File: src/rtl/hazard_pkg.sv
// Shared encodings for the pipeline hazard/forwarding controller.
package hazard_pkg;

  localparam int unsigned RA_W = 5;
  typedef logic [RA_W-1:0] reg_addr_t;

  typedef enum logic [1:0] {
    FWD_REG = 2'b00,
    FWD_W   = 2'b01,
    FWD_M   = 2'b10
  } fwd_sel_t;

  localparam logic [1:0] RES_LOAD = 2'b01;

  // M result is younger than W, so it wins when both match.
  function automatic logic [1:0] fwd_select(input logic hit_m, input logic hit_w);
    fwd_sel_t sel;
    sel = FWD_REG;
    if (hit_m) begin
      sel = FWD_M;
    end else if (hit_w) begin
      sel = FWD_W;
    end
    return sel;
  endfunction

endpackage

File: src/rtl/hazard_scoreboard_if.sv
// Pipeline <-> hazard unit signal bundle; master is the pipeline, slave the hazard unit.
interface hazard_scoreboard_if #(
  parameter int unsigned NUM_SRC = 2,
  parameter int unsigned REG_AW  = 5
);
  logic [NUM_SRC*REG_AW-1:0] rs_d;
  logic [REG_AW-1:0]         rd_d;
  logic                      regwrite_d;
  logic                      mdu_op_d;
  logic [NUM_SRC*REG_AW-1:0] rs_e;
  logic [REG_AW-1:0]         rd_e;
  logic                      regwrite_e;
  logic [1:0]                result_src_e;
  logic                      mdu_start_e;
  logic [1:0]                pc_src_e;
  logic [REG_AW-1:0]         rd_m;
  logic                      regwrite_m;
  logic [REG_AW-1:0]         rd_w;
  logic                      regwrite_w;
  logic                      stall_f;
  logic                      stall_d;
  logic                      flush_d;
  logic                      flush_e;
  logic [NUM_SRC*2-1:0]      fwd_e;
  logic                      mdu_wb_valid;
  logic [REG_AW-1:0]         mdu_wb_rd;
  logic                      mdu_busy;

  modport master (
    output rs_d, rd_d, regwrite_d, mdu_op_d,
    output rs_e, rd_e, regwrite_e, result_src_e, mdu_start_e, pc_src_e,
    output rd_m, regwrite_m, rd_w, regwrite_w,
    input  stall_f, stall_d, flush_d, flush_e, fwd_e,
    input  mdu_wb_valid, mdu_wb_rd, mdu_busy
  );

  modport slave (
    input  rs_d, rd_d, regwrite_d, mdu_op_d,
    input  rs_e, rd_e, regwrite_e, result_src_e, mdu_start_e, pc_src_e,
    input  rd_m, regwrite_m, rd_w, regwrite_w,
    output stall_f, stall_d, flush_d, flush_e, fwd_e,
    output mdu_wb_valid, mdu_wb_rd, mdu_busy
  );
endinterface

File: src/rtl/hazard_scoreboard_mdu.sv
// Pending-register scoreboard for the fixed-latency MDU: latency counter,
// per-register pending bits and the destination of the in-flight op.
module mdu_scoreboard
  import hazard_pkg::*;
#(
  parameter int unsigned NUM_SRC = 2,
  parameter int unsigned REG_AW  = 5,
  parameter int unsigned MDU_LAT = 4
) (
  input  logic                      clk,
  input  logic                      rst,
  input  logic [NUM_SRC*REG_AW-1:0] rs_d,
  input  logic [REG_AW-1:0]         rd_d,
  input  logic                      regwrite_d,
  input  logic                      mdu_op_d,
  input  logic [REG_AW-1:0]         rd_e,
  input  logic                      regwrite_e,
  input  logic                      mdu_start_e,
  output logic                      mdu_raw,
  output logic                      mdu_waw,
  output logic                      mdu_struct,
  output logic                      mdu_wb_valid,
  output logic [REG_AW-1:0]         mdu_wb_rd,
  output logic                      mdu_busy
);

  localparam int unsigned CNT_W  = $clog2(MDU_LAT + 1);
  localparam int unsigned NREG   = 1 << REG_AW;
  // The start cycle is the first of the MDU_LAT cycles, so write-back
  // lands MDU_LAT-1 cycles after start when the counter reads 1.
  localparam logic [CNT_W-1:0] CNT_LOAD = CNT_W'(MDU_LAT - 1);
  localparam logic [CNT_W-1:0] CNT_ONE  = CNT_W'(1);

  logic [CNT_W-1:0]  cnt_q, cnt_d;
  logic [NREG-1:0]   pend_q, pend_d;
  logic [REG_AW-1:0] wb_rd_q, wb_rd_d;
  logic              start;

  always_comb begin
    start   = mdu_start_e && (cnt_q == '0);
    cnt_d   = cnt_q;
    pend_d  = pend_q;
    wb_rd_d = wb_rd_q;
    if (cnt_q != '0) begin
      cnt_d = cnt_q - CNT_ONE;
    end else if (start) begin
      cnt_d   = CNT_LOAD;
      wb_rd_d = rd_e;
    end
    if (cnt_q == CNT_ONE) begin
      pend_d[wb_rd_q] = 1'b0;
    end
    if (start && regwrite_e && (rd_e != '0)) begin
      pend_d[rd_e] = 1'b1;
    end
  end

  always_ff @(posedge clk or posedge rst) begin
    if (rst) begin
      cnt_q   <= '0;
      pend_q  <= '0;
      wb_rd_q <= '0;
    end else begin
      cnt_q   <= cnt_d;
      pend_q  <= pend_d;
      wb_rd_q <= wb_rd_d;
    end
  end

  always_comb begin
    mdu_raw = 1'b0;
    for (int unsigned i = 0; i < NUM_SRC; i++) begin
      if ((rs_d[i*REG_AW +: REG_AW] != '0) && pend_q[rs_d[i*REG_AW +: REG_AW]]) begin
        mdu_raw = 1'b1;
      end
    end
  end

  assign mdu_waw      = regwrite_d && (rd_d != '0) && pend_q[rd_d];
  assign mdu_struct   = mdu_op_d && (cnt_q > CNT_ONE);
  assign mdu_wb_valid = (cnt_q == CNT_ONE);
  assign mdu_wb_rd    = wb_rd_q;
  assign mdu_busy     = (cnt_q != '0);

endmodule

File: src/rtl/hazard_scoreboard.sv
// Hazard and forwarding controller for the 5-stage pipeline with an MDU
// scoreboard: forwarding selects, load-use / MDU interlocks, stalls and flushes.
module hazard_scoreboard
  import hazard_pkg::*;
#(
  parameter int unsigned NUM_SRC = 2,
  parameter int unsigned REG_AW  = 5,
  parameter int unsigned MDU_LAT = 4
) (
  input logic               clk,
  input logic               rst,
  hazard_scoreboard_if.slave hz
);

  logic [NUM_SRC*2-1:0] fwd_raw;
  logic                 lw_stall;
  logic                 mdu_raw, mdu_waw, mdu_struct;
  logic                 stall, redirect;

  for (genvar i = 0; i < NUM_SRC; i++) begin : g_fwd
    logic [REG_AW-1:0] rs;
    logic              hit_m, hit_w;
    assign rs    = hz.rs_e[i*REG_AW +: REG_AW];
    assign hit_m = hz.regwrite_m && (rs != '0) && (rs == hz.rd_m);
    assign hit_w = hz.regwrite_w && (rs != '0) && (rs == hz.rd_w);
    assign fwd_raw[i*2 +: 2] = fwd_select(hit_m, hit_w);
  end

  always_comb begin
    lw_stall = 1'b0;
    if ((hz.result_src_e == RES_LOAD) && hz.regwrite_e && (hz.rd_e != '0)) begin
      for (int unsigned i = 0; i < NUM_SRC; i++) begin
        if (hz.rs_d[i*REG_AW +: REG_AW] == hz.rd_e) begin
          lw_stall = 1'b1;
        end
      end
    end
  end

  mdu_scoreboard #(
    .NUM_SRC (NUM_SRC),
    .REG_AW  (REG_AW),
    .MDU_LAT (MDU_LAT)
  ) u_mdu (
    .clk          (clk),
    .rst          (rst),
    .rs_d         (hz.rs_d),
    .rd_d         (hz.rd_d),
    .regwrite_d   (hz.regwrite_d),
    .mdu_op_d     (hz.mdu_op_d),
    .rd_e         (hz.rd_e),
    .regwrite_e   (hz.regwrite_e),
    .mdu_start_e  (hz.mdu_start_e),
    .mdu_raw      (mdu_raw),
    .mdu_waw      (mdu_waw),
    .mdu_struct   (mdu_struct),
    .mdu_wb_valid (hz.mdu_wb_valid),
    .mdu_wb_rd    (hz.mdu_wb_rd),
    .mdu_busy     (hz.mdu_busy)
  );

  // While in reset the pipeline is held empty: flush D/E, never stall.
  always_comb begin
    stall      = lw_stall | mdu_raw | mdu_waw | mdu_struct;
    redirect   = |hz.pc_src_e;
    hz.stall_f = !rst && stall;
    hz.stall_d = !rst && stall;
    hz.flush_d = rst || redirect;
    hz.flush_e = rst || stall || redirect;
    hz.fwd_e   = rst ? '0 : fwd_raw;
  end

endmodule

File: src/flat_wrapper.sv
// flat-port wrapper written by rule: the top's interface ports become plain ports
module hazard_scoreboard_flat import hazard_pkg::*;
#(
  parameter int unsigned NUM_SRC = 2,
  parameter int unsigned REG_AW  = 5,
  parameter int unsigned MDU_LAT = 4
)
  (clk, rst, hz_rs_d, hz_rd_d, hz_regwrite_d, hz_mdu_op_d, hz_rs_e, hz_rd_e, hz_regwrite_e, hz_result_src_e, hz_mdu_start_e, hz_pc_src_e, hz_rd_m, hz_regwrite_m, hz_rd_w, hz_regwrite_w, hz_stall_f, hz_stall_d, hz_flush_d, hz_flush_e, hz_fwd_e, hz_mdu_wb_valid, hz_mdu_wb_rd, hz_mdu_busy);
  hazard_scoreboard_if #(.NUM_SRC(NUM_SRC), .REG_AW(REG_AW)) hz_i ();
  input logic clk;
  input logic rst;
  input wire logic [$bits(hz_i.rs_d)-1:0] hz_rs_d;
  input wire logic [$bits(hz_i.rd_d)-1:0] hz_rd_d;
  input wire logic [$bits(hz_i.regwrite_d)-1:0] hz_regwrite_d;
  input wire logic [$bits(hz_i.mdu_op_d)-1:0] hz_mdu_op_d;
  input wire logic [$bits(hz_i.rs_e)-1:0] hz_rs_e;
  input wire logic [$bits(hz_i.rd_e)-1:0] hz_rd_e;
  input wire logic [$bits(hz_i.regwrite_e)-1:0] hz_regwrite_e;
  input wire logic [$bits(hz_i.result_src_e)-1:0] hz_result_src_e;
  input wire logic [$bits(hz_i.mdu_start_e)-1:0] hz_mdu_start_e;
  input wire logic [$bits(hz_i.pc_src_e)-1:0] hz_pc_src_e;
  input wire logic [$bits(hz_i.rd_m)-1:0] hz_rd_m;
  input wire logic [$bits(hz_i.regwrite_m)-1:0] hz_regwrite_m;
  input wire logic [$bits(hz_i.rd_w)-1:0] hz_rd_w;
  input wire logic [$bits(hz_i.regwrite_w)-1:0] hz_regwrite_w;
  output wire logic [$bits(hz_i.stall_f)-1:0] hz_stall_f;
  output wire logic [$bits(hz_i.stall_d)-1:0] hz_stall_d;
  output wire logic [$bits(hz_i.flush_d)-1:0] hz_flush_d;
  output wire logic [$bits(hz_i.flush_e)-1:0] hz_flush_e;
  output wire logic [$bits(hz_i.fwd_e)-1:0] hz_fwd_e;
  output wire logic [$bits(hz_i.mdu_wb_valid)-1:0] hz_mdu_wb_valid;
  output wire logic [$bits(hz_i.mdu_wb_rd)-1:0] hz_mdu_wb_rd;
  output wire logic [$bits(hz_i.mdu_busy)-1:0] hz_mdu_busy;
  assign hz_i.rs_d = hz_rs_d;
  assign hz_i.rd_d = hz_rd_d;
  assign hz_i.regwrite_d = hz_regwrite_d;
  assign hz_i.mdu_op_d = hz_mdu_op_d;
  assign hz_i.rs_e = hz_rs_e;
  assign hz_i.rd_e = hz_rd_e;
  assign hz_i.regwrite_e = hz_regwrite_e;
  assign hz_i.result_src_e = hz_result_src_e;
  assign hz_i.mdu_start_e = hz_mdu_start_e;
  assign hz_i.pc_src_e = hz_pc_src_e;
  assign hz_i.rd_m = hz_rd_m;
  assign hz_i.regwrite_m = hz_regwrite_m;
  assign hz_i.rd_w = hz_rd_w;
  assign hz_i.regwrite_w = hz_regwrite_w;
  assign hz_stall_f = hz_i.stall_f;
  assign hz_stall_d = hz_i.stall_d;
  assign hz_flush_d = hz_i.flush_d;
  assign hz_flush_e = hz_i.flush_e;
  assign hz_fwd_e = hz_i.fwd_e;
  assign hz_mdu_wb_valid = hz_i.mdu_wb_valid;
  assign hz_mdu_wb_rd = hz_i.mdu_wb_rd;
  assign hz_mdu_busy = hz_i.mdu_busy;
  hazard_scoreboard #(.NUM_SRC(NUM_SRC), .REG_AW(REG_AW), .MDU_LAT(MDU_LAT)) u_core (.clk(clk), .rst(rst), .hz(hz_i));
endmodule
File: config.mk
export PLATFORM = sky130hd
export DESIGN_NAME = hazard_scoreboard_flat
export DESIGN_NICKNAME = d
export VERILOG_FILES = /design/src/rtl/hazard_pkg.sv /design/src/rtl/hazard_scoreboard_if.sv /design/src/rtl/hazard_scoreboard_mdu.sv /design/src/rtl/hazard_scoreboard.sv /design/src/flat_wrapper.sv
export SDC_FILE = /design/constraint.sdc
export NUM_CORES = 1
export LEC_CHECK = 0
export CORE_UTILIZATION = 41
export DETAILED_ROUTE_END_ITERATION = 10
export GPL_TIMING_DRIVEN = 0
export HOLD_SLACK_MARGIN = 0.02
export PLACE_DENSITY = 0.72
export SYNTH_ARGS = -nofsm -noshare
export SYNTH_HDL_FRONTEND = slang
export SYNTH_SLANG_ARGS = --single-unit
File: constraint.sdc
create_clock -name clk -period 5.4 [get_ports clk]
set_clock_uncertainty 0.2 [all_clocks]
set_input_delay 1.35 -clock clk [delete_from_list [all_inputs] [get_ports clk]]
set_output_delay 1.35 -clock clk [all_outputs]
set_load 0.02 [all_outputs]
# After elaboration in Yosys (flattened, before gate mapping)
# Cells that the tools add are included.
# Widths: inputs -> output; s select.
[totals]
input_bits = 52
register_bits = 40
word_cells = 87
output_inout_bits = 15
[classes]
n_reduce_logical = 36
n_lt_le_gt_ge = 8
n_bitwise = 7
mux = 24
n_addsub = 1
n_eq_ne = 8
[ops]
columns = ["cell", "n"]
rows = [
  ["$mux 32", 2],
  ["$and 32x32->32", 1],
  ["$not 32->32", 1],
  ["$or 32x32->32", 1],
  ["$eq 5x5->1", 6],
  ["$lt 5x6->1 const B", 5],
  ["$reduce_bool 5->1", 6],
  ["$logic_and 1x1->1", 21],
  ["$bmux 1 s5", 3],
  ["$mux 1", 12],
  ["$demux 1 s5", 2],
  ["$ge 5x1->1 const B", 2],
  ["$mux 3", 2],
  ["$mux 2", 2],
  ["$mux 4", 1],
  ["$eq 3x1->1 const B", 1],
  ["$gt 3x1->1 const B", 1],
  ["$logic_not 3->1", 1],
  ["$logic_or 1x1->1", 3],
  ["$or 1x1->1", 3],
  ["$reduce_bool 3->1", 1],
  ["$sub 3x1->3 const B", 1],
  ["$eq 2x1->1 const B", 1],
  ["$reduce_and 2->1", 1],
  ["other kinds (4)", 4],
]

# Depth between registers and ports, before layout
[depth]
ltp_word = 10
mapped_depth = 8
mapped_depth_nobuf = 7

# Cells and area by module
# From an unflattened synthesis, not the netlist that was laid out.
[unflattened]
hier_cells = 311
hier_area_um2 = 3088.0
[by_module_without_submodules]
columns = ["mod", "cells_per_inst", "n_inst", "seq_area_each_um2", "area_per_inst_um2"]
rows = [
  ["mdu_scoreboard", 248, 1, 1001.0, 2588.7],
  ["hazard_scoreboard", 63, 1, 0.0, 499.2],
]

# Least setup slack after synthesis
# Ideal clock, no wire load.
[synth_timing]
path_type = "input to output"
startpoint = "input hz_rd_e[1]"
endpoint = "output hz_stall_f"
path_slack_ps = 801
n_path_buf = 2
stages = 8
t_required_ps = 3850
arrival_ps = 3049
cell_sequence = "clkbuf_1 xor2_1 nor3_1 nand3_1 a2111oi_2 nor4_2 a21oi_1 buf_4"
[synth_via]
elab_chain_len = 8
word_cells_on_any_way = 11
classes_between = "eq/ne: 2; mux: 3; bitwise: 3; reduce/logical: 3"
[synth_lines]
columns = ["element", "line", "rtl"]
rows = [
  ["start: declaration", "flat_wrapper.sv:17", "input wire logic [$bits(hz_i.rd_e)-1:0] hz_rd_e;"],
  ["$eq 5x5->1", "hazard_scoreboard.sv:33", "if (hz.rs_d[i*REG_AW +: REG_AW] == hz.rd_e) begin"],
  ["$mux 1 (2 in series)", "hazard_scoreboard.sv:33", ""],
  ["$mux 1 (*)", "hazard_scoreboard.sv:31", "if ((hz.result_src_e == RES_LOAD) && hz.regwrite_e && (hz.rd_e != '0)) begin"],
  ["$or 1x1->1 (*) (3 in series)", "hazard_scoreboard.sv:64", "stall = lw_stall | mdu_raw | mdu_waw | mdu_struct;"],
  ["$logic_and 1x1->1 (*)", "-", ""],
  ["end: declaration", "flat_wrapper.sv:26", "output wire logic [$bits(hz_i.stall_f)-1:0] hz_stall_f;"],
]
# Every way passes the cells marked *; elsewhere a longest branch is shown, timed or not.

# Final worst setup path
[layout_timing]
startpoint = "input hz_rd_e[2]"
endpoint = "output hz_stall_f"
[layout_via]
elab_chain_len = 8
word_cells_on_any_way = 11
classes_between = "eq/ne: 2; mux: 3; bitwise: 3; reduce/logical: 3"
[layout_lines]
columns = ["element", "line", "rtl"]
rows = [
  ["$eq 5x5->1", "hazard_scoreboard.sv:33", ""],
  ["$mux 1 (2 in series)", "hazard_scoreboard.sv:33", ""],
  ["$mux 1 (*)", "hazard_scoreboard.sv:31", ""],
  ["$or 1x1->1 (*) (3 in series)", "hazard_scoreboard.sv:64", ""],
  ["$logic_and 1x1->1 (*)", "hazard_scoreboard.sv:66", "hz.stall_f = !rst && stall;"],
]
# Marked as above.

==> out/qor.yml <==
synth_ff_type: "dfrtp_1"
drive_above_1_share_pct: 14.56
synth_fa_ha_area_share_pct: 1.256
cts_max_path_buffers: 2
status: "finished clean"
final-hold-violation-count: 0
layout.nets: 418
synth_top_family_by_area: "multiplexers"
seq_area_frac_synth_pct: 32.66
rr_worst_depth: 7
worstHoldPathType: "reg2reg"
drv_slew: 0
synth_cell_types: 45
die_x_um: 87.37
whs_ns: 0.3140
place_hpwl_um: 6356
critPathMaxStageDelay_ns: 0.45
grt_max_degree: 42
holdPathEnd: "u_core.u_mdu.cnt_q[1]"
final.period_utilization_pct: 97.40
relSlewSlack_pct: 43.13
layout_setup_ws_ns: 0.1405
tns_ns: 0
preCtsSetupSlack_ns: -0.3906
holdBufCountCts: 0
tightest_slew_ns: 0.8518
ant_nets: 0
synthSimpleGateAreaFrac_pct: 15.70
syn_area_mm2: 0.002988
synthArstFlopShare_pct: 100.0
port_buffers: 56
via_per_inst: 5.954
cts_inserted_buffers: 5
cts.reportedPaths.clkPinSlew_ns: 0.08
path_cells: "clkdlybuf4s50_1, buf_4, xor2_1, nor3_1, nand3_1, a2111oi_4, nor4_2, a21oi_1, buf_4, dlygate4sd2_1"
syn-instance-count: 300
grt_pass1_vias: 2645
min_from: "u_core.u_mdu.cnt_q[1]"
cp.required_ns: 3.85
drcViolationCount: 0
p_per_area_mw_per_mm2: 375.2
grt_overflow: 0
wl_per_cell_um: 18.96
start_util_pct: 43.26
core_area_mm2: 0.006907
cts_tree: "yes"
vias: 2739
clock.fmax_mhz: 190.1
ys.warnings.count: 0
synth_edf_count: 0
ios: 67
synth_xor_area_share_pct: 8.794
max-cap-violations: 0
gp_congestion: 0.9051
power_mw: 1.423
grt_pass1_wl_um: 13880
rrSetupSlack_ns: 2.97
crit_path_top_delay_cell: "a2111oi_4"
grt_antenna_before_repair: 0
dr.pass1.iters: 5
synth_mux_area_share_pct: 21.11
path_max_fanout: 10
htree_levels: 2
min_path_cells: 2
insertion_delay_ns: 0.29
clock-sinks: 39
dieArea_mm2: 0.007633
fin_crit_ns: 5.260
reg2reg_from: "u_core.u_mdu.cnt_q[1]"
antennaDiodeCount: 0
timing.rr.end: "u_core.u_mdu.pend_q[20]"
syn_nets: 355
start_kind: "primary input"
rows: 30
track_usage_pct: 24.24
syn2layout_area_growth_pct: 26.93
finalSetupViolCount: 0
final_common_cell: "o21ai_0"
place_area_mm2: 0.003669
die_y_um: 87.37
cpMostUsedCell: "buf_4"
fin_area_mm2: 0.003792
drtIter0Drc: 289
post_cts.repair.setup_buffers: 0
wirelength_um: 8720
synth_area_per_cell_um2: 9.960
mostFrequentLayoutCells: "o21ai_0, clkdlybuf4s50_1, dfrtp_1"
p_leak_nw: 1.304
worstPathArrival_ns: 3.71
synth_compound_area_share_pct: 15.62
worstSetupPathType: "in2out"
root_buffer: "clkbuf_8"
setup.worst_path.end_class: "output port"
ir_drop_mv: 0.3144
synth-seq-cells: 39
rsz0062_at_grt: "no"
-- synth_stat cells, types with 3 or more instances --
cell type | count | area share, %
xnor2_1 | 20 | 5.9
nor2b_1 | 6 | 1.3
or4_1 | 3 | 0.75
o21ai_1 | 4 | 0.67
o21ai_0 | 61 | 10
clkbuf_1 | 9 | 1.1
a21oi_1 | 4 | 0.67
ha_1 | 3 | 1.3
nand2_1 | 11 | 1.4
dfrtp_1 | 39 | 33
nor3_1 | 4 | 0.67
buf_6 | 4 | 1.5
mux4_2 | 17 | 13
nand4_1 | 4 | 0.84
or3b_2 | 3 | 0.88
mux4_1 | 3 | 2.6
buf_2 | 5 | 0.84
nand3_1 | 8 | 1.3
nor2_1 | 16 | 2.0
or3_1 | 3 | 0.63
mux2i_1 | 9 | 3.0
nand3b_1 | 11 | 2.8
xor2_1 | 10 | 2.9
inv_1 | 7 | 0.88
nor4_1 | 4 | 0.84
mux2_2 | 7 | 2.6
-- layout make-up --
class	instances	area [µm²]
multi-input combinational	234	1884
timing repair buffer	56	559.3
buffer	20	126.4
inverter	7	26.28
fill	644	3114
clock buffer	8	100.1
tap	96	120.1
sequential	39	975.9
-- worst max path at each step --
stage	cells past startpoint	end	startpoint	slack, ns
global route	10	hz_stall_f	hz_rs_d[1]	0.02
global placement	10	hz_stall_f	hz_rd_e[4]	-0.37
floorplan	8	hz_stall_f	hz_rd_e[1]	0.80
detailed placement	10	hz_stall_f	hz_rd_e[4]	-0.39
CTS	9	hz_flush_e	hz_rs_d[1]	0.06
finish	10	hz_stall_f	hz_rd_e[2]	0.14
-- kinds of logic (layout without fill, tap and decap cells) --
family                     after synthesis  after routing
DFF                                     39             39
and+or+nand+nor                         82             82
adders and majority gates                3              3
muxes                                   36             36
AOI/OAI and AO/OA                       83             83
buffers and inverters                   27             91
xor gates and xnor gates                30             30
-- metal layers --
layer / part of all wire [%] / GRT usage [%] / vias up
met5: 0 / 0 / -
met4: 1.1 / 6.706 / 0
met3: 7.8 / 3.033 / 8
met2: 49 / 42.12 / 136
met1: 42 / 31.79 / 1341
li1: - / - / 1254
-- metrics by stage --
step           utilization (%)  std cells
6_report                 54.91        460
5_1_grt                  54.91        460
4_1_cts                  54.80        460
3_5_place_dp             53.12        452
3_3_place_gp             53.12        452
2_1_floorplan                -        300
-- power breakdown --
group	leakage [nW]	internal, mW	switching [mW]	total, mW
Sequential	0.402	0.422	0.132	0.554
Combinational	0.850	0.331	0.320	0.651
Clock	0.0515	0.117	0.101	0.218
-- registers in the layout, indices dropped and copies added, names as in the netlist --
name / flops
u_core.u_mdu.cnt_q: 3
u_core.u_mdu.mdu_wb_rd: 5
u_core.u_mdu.pend_q: 31
-- worst max-delay path: cells and delay by family --
kind	cells	cell delay, ns
simple gates	3	0.49
compound gates	2	0.62
buf+inv	4	1.08
xor+xnor	1	0.17
-- repair_timing --
action,4_1_cts,5_1_grt
setup endpoints to repair,3,2
pin swaps,1,0
gates resized for setup,8,2
(Power assumes the default switching activity.)
